$ cat src/rtl/multi_flow_gen_pkg.sv
// Shared types and helpers for the multi-flow C2H traffic generator.
package multi_flow_pkg;

   typedef enum logic [1:0] {
      IDLE = 2'd0,
      ARB  = 2'd1,
      SEND = 2'd2,
      DONE = 2'd3
   } state_t;

   // Beats needed to carry `size` bytes on a `width`-bit bus; an empty packet still takes one beat.
   function automatic logic [15:0] beats_for(input logic [15:0] size, input int unsigned width);
      int unsigned bytes;
      int unsigned n;
      bytes = width / 8;
      n = (32'(size) + bytes - 1) / bytes;
      if (n == 0) n = 1;
      return n[15:0];
   endfunction

   // Even parity of one byte.
   function automatic logic byte_parity(input logic [7:0] b);
      return ^b;
   endfunction

   // Credit counter update: optional add, optional subtract, net result clamped to a `bits`-wide maximum.
   // A subtract is only requested when old >= sub, so the net never goes negative.
   function automatic logic [31:0] credit_sat(input logic [31:0] old,
                                              input logic [31:0] add,
                                              input logic [31:0] sub,
                                              input logic        add_en,
                                              input logic        sub_en,
                                              input int unsigned bits);
      logic [33:0] acc;
      logic [33:0] lim;
      acc = {2'b00, old};
      if (add_en) acc = acc + {2'b00, add};
      if (sub_en) acc = acc - {2'b00, sub};
      lim = (34'd1 << bits) - 34'd1;
      if (acc > lim) acc = lim;
      return acc[31:0];
   endfunction

endpackage

$ cat src/rtl/multi_flow_gen_if.sv
// AXI-Stream C2H port carrying tagged packets toward the QDMA.
interface multi_flow_gen_if #(
   parameter int C_DATA_WIDTH = 512,
   parameter int FLOW_W       = 2
);
   logic [C_DATA_WIDTH-1:0]   tdata;
   logic [C_DATA_WIDTH/8-1:0] dpar;
   logic                      tvalid;
   logic                      tlast;
   logic [FLOW_W-1:0]         qid;
   logic                      tready;

   modport master (output tdata, dpar, tvalid, tlast, qid, input tready);
   modport slave  (input tdata, dpar, tvalid, tlast, qid, output tready);
endinterface

$ cat src/rtl/multi_flow_gen_flow_rr_arbiter.sv
// Round-robin arbiter over the flow request vector; searches starting just after the last granted flow.
module flow_rr_arbiter #(
   parameter int NUM_FLOWS = 4,
   parameter int FLOW_W    = $clog2(NUM_FLOWS)
) (
   input  logic                 clk,
   input  logic                 rst,
   input  logic [NUM_FLOWS-1:0] req,
   input  logic                 take,
   output logic [NUM_FLOWS-1:0] gnt_oh,
   output logic [FLOW_W-1:0]    gnt_id,
   output logic                 gnt_vld,
   output logic [FLOW_W-1:0]    last_grant
);

   logic [FLOW_W-1:0] idx;

   // First requesting flow after last_grant, wrapping around the flow set.
   always_comb begin
      gnt_oh  = '0;
      gnt_id  = '0;
      gnt_vld = 1'b0;
      idx     = '0;
      for (int off = 1; off <= NUM_FLOWS; off++) begin
         idx = FLOW_W'((32'(last_grant) + 32'(off)) % 32'(NUM_FLOWS));
         if (!gnt_vld && req[idx]) begin
            gnt_vld     = 1'b1;
            gnt_oh[idx] = 1'b1;
            gnt_id      = idx;
         end
      end
   end

   // Pointer starts at the highest flow so the very first grant lands on flow 0.
   always_ff @(posedge clk or posedge rst) begin
      if (rst)
         last_grant <= FLOW_W'(NUM_FLOWS - 1);
      else if (take && gnt_vld)
         last_grant <= gnt_id;
   end

endmodule

$ cat src/rtl/multi_flow_gen.sv
// Multi-flow C2H traffic generator: per-flow budget, credits and gap limiter, round-robin
// packet scheduling onto one AXI-Stream port, every packet tagged with its flow id.
module multi_flow_gen
   import multi_flow_pkg::*;
#(
   parameter int C_DATA_WIDTH = 512,
   parameter int NUM_FLOWS    = 4,
   parameter int TM_DSC_BITS  = 16,
   parameter int FLOW_W       = $clog2(NUM_FLOWS)
) (
   input  logic                      axi_aclk,
   input  logic                      user_reset,
   input  logic [31:0]               control_reg,
   input  logic [NUM_FLOWS-1:0]      flow_en,
   input  logic [15:0]               txr_size,
   input  logic [NUM_FLOWS*16-1:0]   num_pkt,
   input  logic [NUM_FLOWS*32-1:0]   gap_cycles,
   input  logic [TM_DSC_BITS-1:0]    credit_perpkt_in,
   input  logic [TM_DSC_BITS-1:0]    credit_in,
   input  logic [FLOW_W-1:0]         credit_flow,
   input  logic                      credit_updt,
   multi_flow_gen_if.master          c2h,
   output logic                      c2h_end
);

   localparam int BYTES = C_DATA_WIDTH / 8;

   state_t                                 state;
   logic                                   run;
   logic [NUM_FLOWS-1:0][15:0]             remaining;
   logic [NUM_FLOWS-1:0][15:0]             seq_cnt;
   logic [NUM_FLOWS-1:0][TM_DSC_BITS-1:0]  credit;
   logic [NUM_FLOWS-1:0][31:0]             gap;
   logic [NUM_FLOWS-1:0]                   req;
   logic [NUM_FLOWS-1:0]                   gnt_oh;
   logic [FLOW_W-1:0]                      gnt_id;
   logic [FLOW_W-1:0]                      last_grant;
   logic                                   gnt_vld;
   logic                                   grant;
   logic                                   start;
   logic                                   start_empty;
   logic                                   all_done;
   logic [15:0]                            nbeats;
   logic [15:0]                            nbeats_q;
   logic [15:0]                            beat_q;
   logic [15:0]                            seq_q;
   logic [FLOW_W-1:0]                      qid_q;
   logic                                   tvalid_q;
   logic                                   tlast_q;
   logic [C_DATA_WIDTH-1:0]                tdata_w;
   logic [BYTES-1:0]                       dpar_w;
   logic                                   unused_ok;

   assign run    = control_reg[1];
   assign start  = (state == IDLE) && run;
   assign grant  = (state == ARB) && run && gnt_vld;
   assign nbeats = beats_for(txr_size, C_DATA_WIDTH);
   assign unused_ok = ^{control_reg[31:2], control_reg[0], gnt_oh, last_grant};

   // Eligibility per flow, plus the "nothing to do" summaries used for the end-of-run pulse.
   always_comb begin
      req         = '0;
      start_empty = 1'b1;
      all_done    = 1'b1;
      for (int i = 0; i < NUM_FLOWS; i++) begin
         req[i] = (remaining[i] != 16'd0) && (credit[i] >= credit_perpkt_in) && (gap[i] == 32'd0);
         if (flow_en[i] && (num_pkt[16*i +: 16] != 16'd0)) start_empty = 1'b0;
         if (remaining[i] != 16'd0) all_done = 1'b0;
      end
   end

   flow_rr_arbiter #(
      .NUM_FLOWS (NUM_FLOWS),
      .FLOW_W    (FLOW_W)
   ) u_arb (
      .clk        (axi_aclk),
      .rst        (user_reset),
      .req        (req),
      .take       (grant),
      .gnt_oh     (gnt_oh),
      .gnt_id     (gnt_id),
      .gnt_vld    (gnt_vld),
      .last_grant (last_grant)
   );

   // Credit counters persist across runs; a refill and a grant on the same flow net together.
   always_ff @(posedge axi_aclk or posedge user_reset) begin
      if (user_reset) begin
         credit <= '0;
      end else begin
         for (int i = 0; i < NUM_FLOWS; i++) begin
            credit[i] <= TM_DSC_BITS'(credit_sat(32'(credit[i]), 32'(credit_in), 32'(credit_perpkt_in),
                                                 credit_updt && (credit_flow == FLOW_W'(i)),
                                                 grant && (gnt_id == FLOW_W'(i)),
                                                 TM_DSC_BITS));
         end
      end
   end

   // Inter-packet gap limiters: reload on grant, cleared at run start, otherwise count down to 0.
   always_ff @(posedge axi_aclk or posedge user_reset) begin
      if (user_reset) begin
         gap <= '0;
      end else begin
         for (int i = 0; i < NUM_FLOWS; i++) begin
            if (start)
               gap[i] <= 32'd0;
            else if (grant && (gnt_id == FLOW_W'(i)))
               gap[i] <= gap_cycles[32*i +: 32];
            else if (gap[i] != 32'd0)
               gap[i] <= gap[i] - 32'd1;
         end
      end
   end

   // Main FSM: run start, arbitration, beat streaming with AXIS hold, end-of-run pulse.
   always_ff @(posedge axi_aclk or posedge user_reset) begin
      if (user_reset) begin
         state     <= IDLE;
         tvalid_q  <= 1'b0;
         tlast_q   <= 1'b0;
         qid_q     <= '0;
         seq_q     <= '0;
         beat_q    <= '0;
         nbeats_q  <= 16'd1;
         remaining <= '0;
         seq_cnt   <= '0;
         c2h_end   <= 1'b0;
      end else begin
         c2h_end <= 1'b0;
         case (state)
            IDLE: begin
               if (run) begin
                  for (int i = 0; i < NUM_FLOWS; i++)
                     remaining[i] <= flow_en[i] ? num_pkt[16*i +: 16] : 16'd0;
                  seq_cnt <= '0;
                  if (start_empty) begin
                     state   <= DONE;
                     c2h_end <= 1'b1;
                  end else begin
                     state <= ARB;
                  end
               end
            end
            ARB: begin
               if (!run) begin
                  state <= IDLE;
               end else if (gnt_vld) begin
                  qid_q              <= gnt_id;
                  seq_q              <= seq_cnt[gnt_id];
                  seq_cnt[gnt_id]    <= seq_cnt[gnt_id] + 16'd1;
                  remaining[gnt_id]  <= remaining[gnt_id] - 16'd1;
                  beat_q             <= 16'd0;
                  nbeats_q           <= nbeats;
                  tvalid_q           <= 1'b1;
                  tlast_q            <= (nbeats == 16'd1);
                  state              <= SEND;
               end
            end
            SEND: begin
               if (tvalid_q && c2h.tready) begin
                  if (tlast_q) begin
                     tvalid_q <= 1'b0;
                     tlast_q  <= 1'b0;
                     if (all_done) begin
                        state   <= DONE;
                        c2h_end <= 1'b1;
                     end else if (run) begin
                        state <= ARB;
                     end else begin
                        state <= IDLE;
                     end
                  end else begin
                     beat_q  <= beat_q + 16'd1;
                     tlast_q <= ((beat_q + 16'd2) == nbeats_q);
                  end
               end
            end
            DONE: begin
               if (!run) state <= IDLE;
            end
            default: state <= IDLE;
         endcase
      end
   end

   // Payload is a pure function of held registers, so it stays stable through back-pressure.
   always_comb begin
      tdata_w              = '0;
      tdata_w[15:0]        = beat_q;
      tdata_w[31:16]       = seq_q;
      tdata_w[32 +: FLOW_W] = qid_q;
   end

   // Per-byte even parity of the outgoing payload.
   always_comb begin
      dpar_w = '0;
      for (int k = 0; k < BYTES; k++)
         dpar_w[k] = byte_parity(tdata_w[8*k +: 8]);
   end

   assign c2h.tdata  = tdata_w;
   assign c2h.dpar   = dpar_w;
   assign c2h.tvalid = tvalid_q;
   assign c2h.tlast  = tlast_q;
   assign c2h.qid    = qid_q;

endmodule
$ cat src/flat_wrapper.sv
// flat-port wrapper written by rule: the top's interface ports become plain ports
module multi_flow_gen_flat import multi_flow_pkg::*;
#(
   parameter int C_DATA_WIDTH = 512,
   parameter int NUM_FLOWS    = 4,
   parameter int TM_DSC_BITS  = 16,
   parameter int FLOW_W       = $clog2(NUM_FLOWS)
)
  (axi_aclk, user_reset, control_reg, flow_en, txr_size, num_pkt, gap_cycles, credit_perpkt_in, credit_in, credit_flow, credit_updt, c2h_end, c2h_tdata, c2h_dpar, c2h_tvalid, c2h_tlast, c2h_qid, c2h_tready);
  multi_flow_gen_if #(.C_DATA_WIDTH(C_DATA_WIDTH), .FLOW_W(FLOW_W)) c2h_i ();
  input  logic axi_aclk;
  input  logic user_reset;
  input  logic [31:0] control_reg;
  input  logic [NUM_FLOWS-1:0] flow_en;
  input  logic [15:0] txr_size;
  input  logic [NUM_FLOWS*16-1:0] num_pkt;
  input  logic [NUM_FLOWS*32-1:0] gap_cycles;
  input  logic [TM_DSC_BITS-1:0] credit_perpkt_in;
  input  logic [TM_DSC_BITS-1:0] credit_in;
  input  logic [FLOW_W-1:0] credit_flow;
  input  logic credit_updt;
  output logic c2h_end;
  output wire logic [$bits(c2h_i.tdata)-1:0] c2h_tdata;
  output wire logic [$bits(c2h_i.dpar)-1:0] c2h_dpar;
  output wire logic [$bits(c2h_i.tvalid)-1:0] c2h_tvalid;
  output wire logic [$bits(c2h_i.tlast)-1:0] c2h_tlast;
  output wire logic [$bits(c2h_i.qid)-1:0] c2h_qid;
  input wire logic [$bits(c2h_i.tready)-1:0] c2h_tready;
  assign c2h_tdata = c2h_i.tdata;
  assign c2h_dpar = c2h_i.dpar;
  assign c2h_tvalid = c2h_i.tvalid;
  assign c2h_tlast = c2h_i.tlast;
  assign c2h_qid = c2h_i.qid;
  assign c2h_i.tready = c2h_tready;
  multi_flow_gen #(.C_DATA_WIDTH(C_DATA_WIDTH), .NUM_FLOWS(NUM_FLOWS), .TM_DSC_BITS(TM_DSC_BITS), .FLOW_W(FLOW_W)) u_core (.axi_aclk(axi_aclk), .user_reset(user_reset), .control_reg(control_reg), .flow_en(flow_en), .txr_size(txr_size), .num_pkt(num_pkt), .gap_cycles(gap_cycles), .credit_perpkt_in(credit_perpkt_in), .credit_in(credit_in), .credit_flow(credit_flow), .credit_updt(credit_updt), .c2h(c2h_i), .c2h_end(c2h_end));
endmodule
$ cat config.mk
export PLATFORM = sky130hd
export DESIGN_NAME = multi_flow_gen_flat
export DESIGN_NICKNAME = d
export VERILOG_FILES = /design/src/rtl/multi_flow_gen_pkg.sv /design/src/rtl/multi_flow_gen_if.sv /design/src/rtl/multi_flow_gen_flow_rr_arbiter.sv /design/src/rtl/multi_flow_gen.sv /design/src/flat_wrapper.sv
export SDC_FILE = /design/constraint.sdc
export NUM_CORES = 2
export LEC_CHECK = 0
export CORE_AREA = 2 2 333 335
export CTS_BUF_LIST = sky130_fd_sc_hd__clkbuf_8
export DETAILED_ROUTE_END_ITERATION = 12
export DIE_AREA = 0 0 335 337
export PLACE_DENSITY_LB_ADDON = 0.15
export SYNTH_ARGS = -nofsm -noshare
export SYNTH_HDL_FRONTEND = slang
export SYNTH_SLANG_ARGS = --single-unit
$ cat constraint.sdc
create_clock -name axi_aclk -period 16.5 [get_ports axi_aclk]
set_input_delay 4.125 -clock axi_aclk [delete_from_list [all_inputs] [get_ports axi_aclk]]
set_output_delay 4.125 -clock axi_aclk [all_outputs]
set_load 0.01 [all_outputs]
# Word level (Yosys, flattened, before mapping)
# Cells that the tools add are included.
# W data, S select, Z words.
# op_classes
n_addsub	22
order_cmp	14
n_eq_ne	19
n_mux	100
reduce_logical	69
# op_table
cell	count
$mux W32	12
$mux W64	6
$mux W34	8
$mux W16	16
$pmux W64 S2	2
$logic_not A32 Y1	5
$gt A34 B16 Y1 const B	4
$sub A34 B16 Y34	4
$bwmux W64	2
$reduce_bool A16 Y1	8
$reduce_bool A32 Y1	4
$sub A32 B1 Y32 const B	4
$add A16 B16 Y17	4
$bmux W16 S2	2
$ge A16 B16 Y1	4
$reduce_xor A8 Y1	5
$add A16 B1 Y16 const B	2
$demux W16 S2	1
$pmux W16 S2	1
$mux W1	30
$logic_and A1 B1 Y1	29
$mux W2	12
$sub A17 B1 Y18 const B	1
$add A16 B7 Y17 const B	1
23 further kinds	57
# totals
ff_bits	377
input_bits	282
out_inout_bits	581
word_cells	249

# Depth between registers and ports, before layout
# logic_depth
ltp_word	23
ltp_mapped	26
mapped_depth_nobuf	24

# Modules after synthesis
# A second synthesis with hierarchy kept.
# unflattened
hier_cells	3697
hier_area_um2	31312.5
# modules_own_cells
mod	n_inst	cells_each	area_per_inst_um2
multi_flow_gen	1	3618	30658.2
flow_rr_arbiter	1	79	654.4

# Worst setup path after synthesis
# No wires, ideal clock.
# synth_timing
path_type	input-to-reg
from	input port credit_in[1]
to	register u_core.credit[11] (netlist name)
setup_time_ps	146
arrival_ps	8621
required_ps	16354
slack_ps	7733
stages	23
path_cell_list	ha_1 -> a21o_1 -> a21oi_1 -> o21bai_1 -> a21oi_1 -> o21bai_1 -> a211o_1 -> a2111oi_0 -> nor3_1 -> a211o_1 -> a21oi_1 -> xnor2_1 -> mux2_2 -> ha_1 -> nand3_1 -> a2111oi_0 -> nor3_1 -> ha_1 -> nand3b_1 -> a31oi_1 -> a21o_1 -> clkbuf_1 -> o211ai_1
# synth_via
elab_chain_cells	6
# synth_rtl
element	line_no	rtl
start: declaration	flat_wrapper.sv:19	input logic [TM_DSC_BITS-1:0] credit_in;
$add A16 B16 Y17 *	multi_flow_gen_pkg.sv:37	if (add_en) acc = acc + {2'b00, add};
$mux W34 *	multi_flow_gen_pkg.sv:37	
$sub A34 B16 Y34	multi_flow_gen_pkg.sv:38	if (sub_en) acc = acc - {2'b00, sub};
$mux W34 *	multi_flow_gen_pkg.sv:38	
$gt A34 B16 Y1	multi_flow_gen_pkg.sv:40	if (acc > lim) acc = lim;
$mux W16 *	multi_flow_gen_pkg.sv:40	
end signal: indexed assignment	multi_flow_gen.sv:92	credit[i] <= TM_DSC_BITS'(credit_sat(32'(credit[i]), 32'(credit_in), 32'(credit_perpkt_in),
end: declaration	multi_flow_gen.sv:32	logic [NUM_FLOWS-1:0][TM_DSC_BITS-1:0] credit;
# Every way passes the cells marked *; elsewhere a longest branch is shown, timed or not.
# A chain may end at the register's enable or synchronous reset.

# Final worst setup path
# layout_timing
from	input port credit_perpkt_in[1]
to	register u_core.seq_cnt[62] (netlist name)
# layout_via
elab_chain_cells	23
word_cells_on_any_way	48
cone_classes	1 x add/sub; 6 x order compare; 1 x eq/ne; 24 x mux; 16 x reduce/logical
# layout_rtl
element	line_no	rtl
start: declaration	flat_wrapper.sv:18	input logic [TM_DSC_BITS-1:0] credit_perpkt_in;
parallel branches: the longest is 23 deep, another holds $ge A16 B16 Y1	n/a	
end signal: indexed assignment	multi_flow_gen.sv:151	seq_cnt[gnt_id] <= seq_cnt[gnt_id] + 16'd1;
end: declaration	multi_flow_gen.sv:31	logic [NUM_FLOWS-1:0][15:0] seq_cnt;
# Several ways; the timed one is not identified. The select of a mux whose other input is x is not followed.

==> results by group <==
Outcome
  • Status: finished clean

Die
  • Std-Cell Core Area: 0.110 sq mm
  • Die W: 335 um
  • FP Rows: 122
  • Initial core utilization: 28.5%
  • Count of boundary I/O pins: 863
  • Die Y: approximately 340 um
  • Die footprint: 0.113 sq mm

STA
  • Setup TNS: 0 ns
  • Fin crit share: 63.4%
  • Tmin final: 10.47 ns
  • Min setup slack post-route: 6.03 ns
  • Max-slew headroom: a little over a fifth
  • Final Slew Violations: 0
  • RSZ-0062 raised after global routing: no
  • Fmax: roughly 96 MHz
  • Final Hold Viols: 0
  • Final setup fails: 0
  • Setup Skew: 0.0625 ns
  • Least-Margin Pin Slew: 1.15 ns

Finish
  • Share of cells above drive strength 1: 5.85%
  • Layout Utilization: 32.4%
  • Fin cells: 5517
  • Syn-to-layout area delta: 13.6%
  • Layout net count: 4522

Clock tree
  • Cts bufs inserted: 80
  • Clock sinks: 372
  • Max Root-Sink Buffers: 3
  • Clock Latency Late Sink: between 0.7 and 0.8 ns
  • Hold buffer count at cts: 0
  • Worst-path clk slew: around 0.050 ns
  • Postcts setup bufs: 0
  • Post-CTS Resized: 0
  • Root Buffer: clkbuf_8
  • H-tree Lvls: 3
  • CTS tree: done

Global route
  • First-pass GRT wire length: ~150000 um
  • Largest net degree at the start of global routing: 143
  • All-Layer GR Usage: 17.3%
  • Initial antenna violation count: 24
  • Grt ovf: 0
  • Vias in the first global route: 25033

Setup path
  • Crit path buf inv count: 2
  • CP max stage cell: o31ai_1
  • Top delay family on crit path: compound AO/OA/AOI/OAI gates
  • Critical Path, Cell by Cell: clkdlybuf4s50_1 > inv_1 > ha_1 > a2111oi_0 > nor4_1 > o31ai_1 > a2111oi_0 > o22ai_1 > a21bo_2 > a221o_1 > o22ai_1 > or4_1 > nor4_2 > xor2_1 > o21ai_1
  • R2R Setup Slk: 10.11 ns
  • WP data required: about 17 ns
  • Critical Path Start: credit_perpkt_in[1]
  • Critical-path maximum fanout: 14
  • Cells on worst reg2reg path: 17
  • CP startpoint kind: input pin
  • CP Data Arrival Time: 11.04 ns
  • Worst r2r src: u_core.gap[96]$_DFFE_PP0P_
  • Crit-path max cell delay: 0.91 ns
  • Endpoint class of the critical path: register
  • Worst setup path class: in2reg
  • Worst r2r dst: u_core.remaining[46]$_DFFE_PP0P_

Drt
  • DRT antenna net count: 0
  • Via count: roughly 26000
  • DR WL/cell: 18.3 um
  • Routed wire length: 101000 um
  • DRC Markers: 0
  • Initial DRC Count: 1541
  • Vias per inst: 4.71
  • Router iterations before antenna repair: 5

Worst hold path
  • Hold WC Path Type: reg2reg
  • Hold Startpoint: u_core.nbeats_q[0]$_DFFE_PP1N_
  • Hold Crit Depth: 2
  • Worst hold endpoint: u_core.nbeats_q[0]$_DFFE_PP1N_

Power and ir drop
  • Leak: 0.0164 uW
  • Worst VDD drop: about 0.000074 V
  • Pwr Density: 149 mW/mm^2

Synthesis
  • Top FF cell, synth: dfrtp_1
  • Post-synthesis cell area: ~0.031 sq mm
  • Synth warn: 0
  • Synth cell types: 99
  • Syn avg cell area: roughly 8.4 sq um
  • Seq/Total Area, Yosys: 29.8%
  • Synthesis-stage register bit count: 372
  • Ys async rst share: 100%
  • Post-Synthesis Cells: about 3700
  • Number of synthesized flops with an enable pin: 0

Place
  • Placed cells: 5366
  • Port bufs: 294
  • Post-DP HPWL: 77800 um
  • GPL Wtd Cong: ~0.85
  • Post-place setup slack: 5.27 ns

Job
  • Max Cap Viol: 0
[registers in the layout, indices dropped and copies added (netlist names), 2 cells and up]
| register | count |
|---|---|
| u_core.u_arb.last_grant | 2 |
| u_core.nbeats_q | 11 |
| u_core.c2h.qid | 2 |
| u_core.seq_cnt | 64 |
| u_core.beat_q | 16 |
| u_core.seq_q | 16 |
| u_core.gap | 128 |
| u_core.remaining | 64 |
| u_core.state | 2 |
| u_core.credit | 64 |
[through the flow]
stage / hold slack (ns) / total power, uW / cell area [sq um]
detailed placement: 0.459 / 4180 / 33800
finish: 0.460 / 5280 / 35500
global placement: 0.453 / 4160 / 33800
floorplan: 0.442 / 3580 / 33300
CTS: 0.467 / 5320 / 35500
global route: 0.481 / 5770 / 35500
[worst register-to-register path: stages, from the launching register on]
cell and delay (ns):
dfrtp_1 0.41, inv_1 0.07, ha_1 0.19, nor3b_1 0.71, nand4_1 0.44, or3_1 0.67
a211oi_2 0.30, a22oi_1 0.30, a2bb2oi_2 0.46, o21ai_0 0.17, a211oi_2 0.54, ha_1 0.29
inv_1 0.05, a211oi_1 0.36, nand4_1 0.32, nor3_1 0.32, xor2_1 0.46, a31oi_1 0.16
[final cells by class]
type,instances,area [sq um]
well taps,1426,1780
clock buffers,101,1390
flip-flops and latches,372,9310
clock inverters,42,312
repair buffers,331,3230
fillers,11655,74100
diodes,8,20.0
inverters,90,345
multi-input cells,3147,19100
[report_power, final]
part | total, uW | switching (uW) | internal [uW] | leakage, uW
Sequential | 1450 | 272 | 1180 | 0.00490
Combinational | 2740 | 1580 | 1150 | 0.0106
Clock | 1090 | 500 | 592 | 0.000965
[synth_stat cells, types with 22 or more instances]
cell type,count,area (sq um)
a211oi_1,76,571
a21o_1,30,225
ha_1,210,2630
nor2b_1,26,163
and2_1,22,138
o21ai_0,262,1310
clkbuf_1,118,443
nand2b_1,33,206
nor3_1,77,385
o21a_1,25,188
o21ai_1,31,155
and3_1,31,194
nor2_1,351,1320
a21oi_1,165,826
nand4_1,28,175
inv_1,90,338
xnor2_1,168,1470
nand2_1,378,1420
xor2_1,132,1160
buf_4,541,4060
nand3_1,86,430
nor4_1,68,425
dfrtp_1,369,9230
or3_1,24,150
[cells by family (layout without fill, tap and decap cells)]
kind of cell / Yosys count / in the layout / synth area share, %
xor+xnor: 300 / 300 / 8.40
fa+ha+maj: 218 / 218 / 8.91
mux: 38 / 38 / 1.44
flops: 372 / 372 / 29.8
simple gates: 1206 / 1206 / 18.4
buf+inv: 759 / 564 / 15.7
compound gates: 848 / 848 / 17.4
other cells: 1 / 545 / 0.0120
[cell usage in the layout (no fill, tap or decap), types with 13 or more instances in the layout]
cell type	n
nor4_1	68
a2bb2oi_1	14
buf_4	36
a221oi_1	13
a21boi_0	19
o21bai_1	20
clkdlybuf4s50_1	294
o31ai_1	17
and3_1	31
nand4_1	28
mux2i_1	20
a31oi_1	14
nor2_1	349
o21ai_0	260
o21ai_1	29
xnor2_1	168
mux2_2	13
nand3_1	85
conb_1	537
a21oi_1	165
dfrtp_1	369
a22oi_1	20
o21a_1	25
inv_1	110
ha_1	210
o211ai_1	17
xor2_1	132
a22o_1	18
nor3_1	77
nand2_1	376
a211oi_1	76
nand2b_1	32
a21o_1	30
or3_1	24
or4_1	21
nor2b_1	26
and2_1	22
clkbuf_8	101
[worst max path at each step]
stage | depth (start not counted) | to | slack (ns)
2_1_floorplan | 1 | u_core.beat_q[0]$_DFFE_PP0P_ | 2.05
3_3_place_gp | 15 | u_core.seq_cnt[14]$_DFFE_PP0P_ | 5.36
3_5_place_dp | 15 | u_core.seq_cnt[14]$_DFFE_PP0P_ | 5.27
4_1_cts | 15 | u_core.seq_cnt[62]$_DFFE_PP0P_ | 6.06
5_1_grt | 15 | u_core.seq_cnt[62]$_DFFE_PP0P_ | 5.64
6_report | 15 | u_core.seq_cnt[62]$_DFFE_PP0P_ | 6.03
[layer usage]
| metal | vias up | GRT usage [%] | part of all wire, % |
|---|---|---|---|
| met5 | - | 0 | 0.18 |
| met4 | 28 | 5.95 | 2.9 |
| met3 | 164 | 4.01 | 6.1 |
| met2 | 767 | 28.5 | 47 |
| met1 | 12315 | 22.2 | 44 |
| li1 | 12701 | - | - |
No activity file was read; power rests on OpenSTA's default activity.
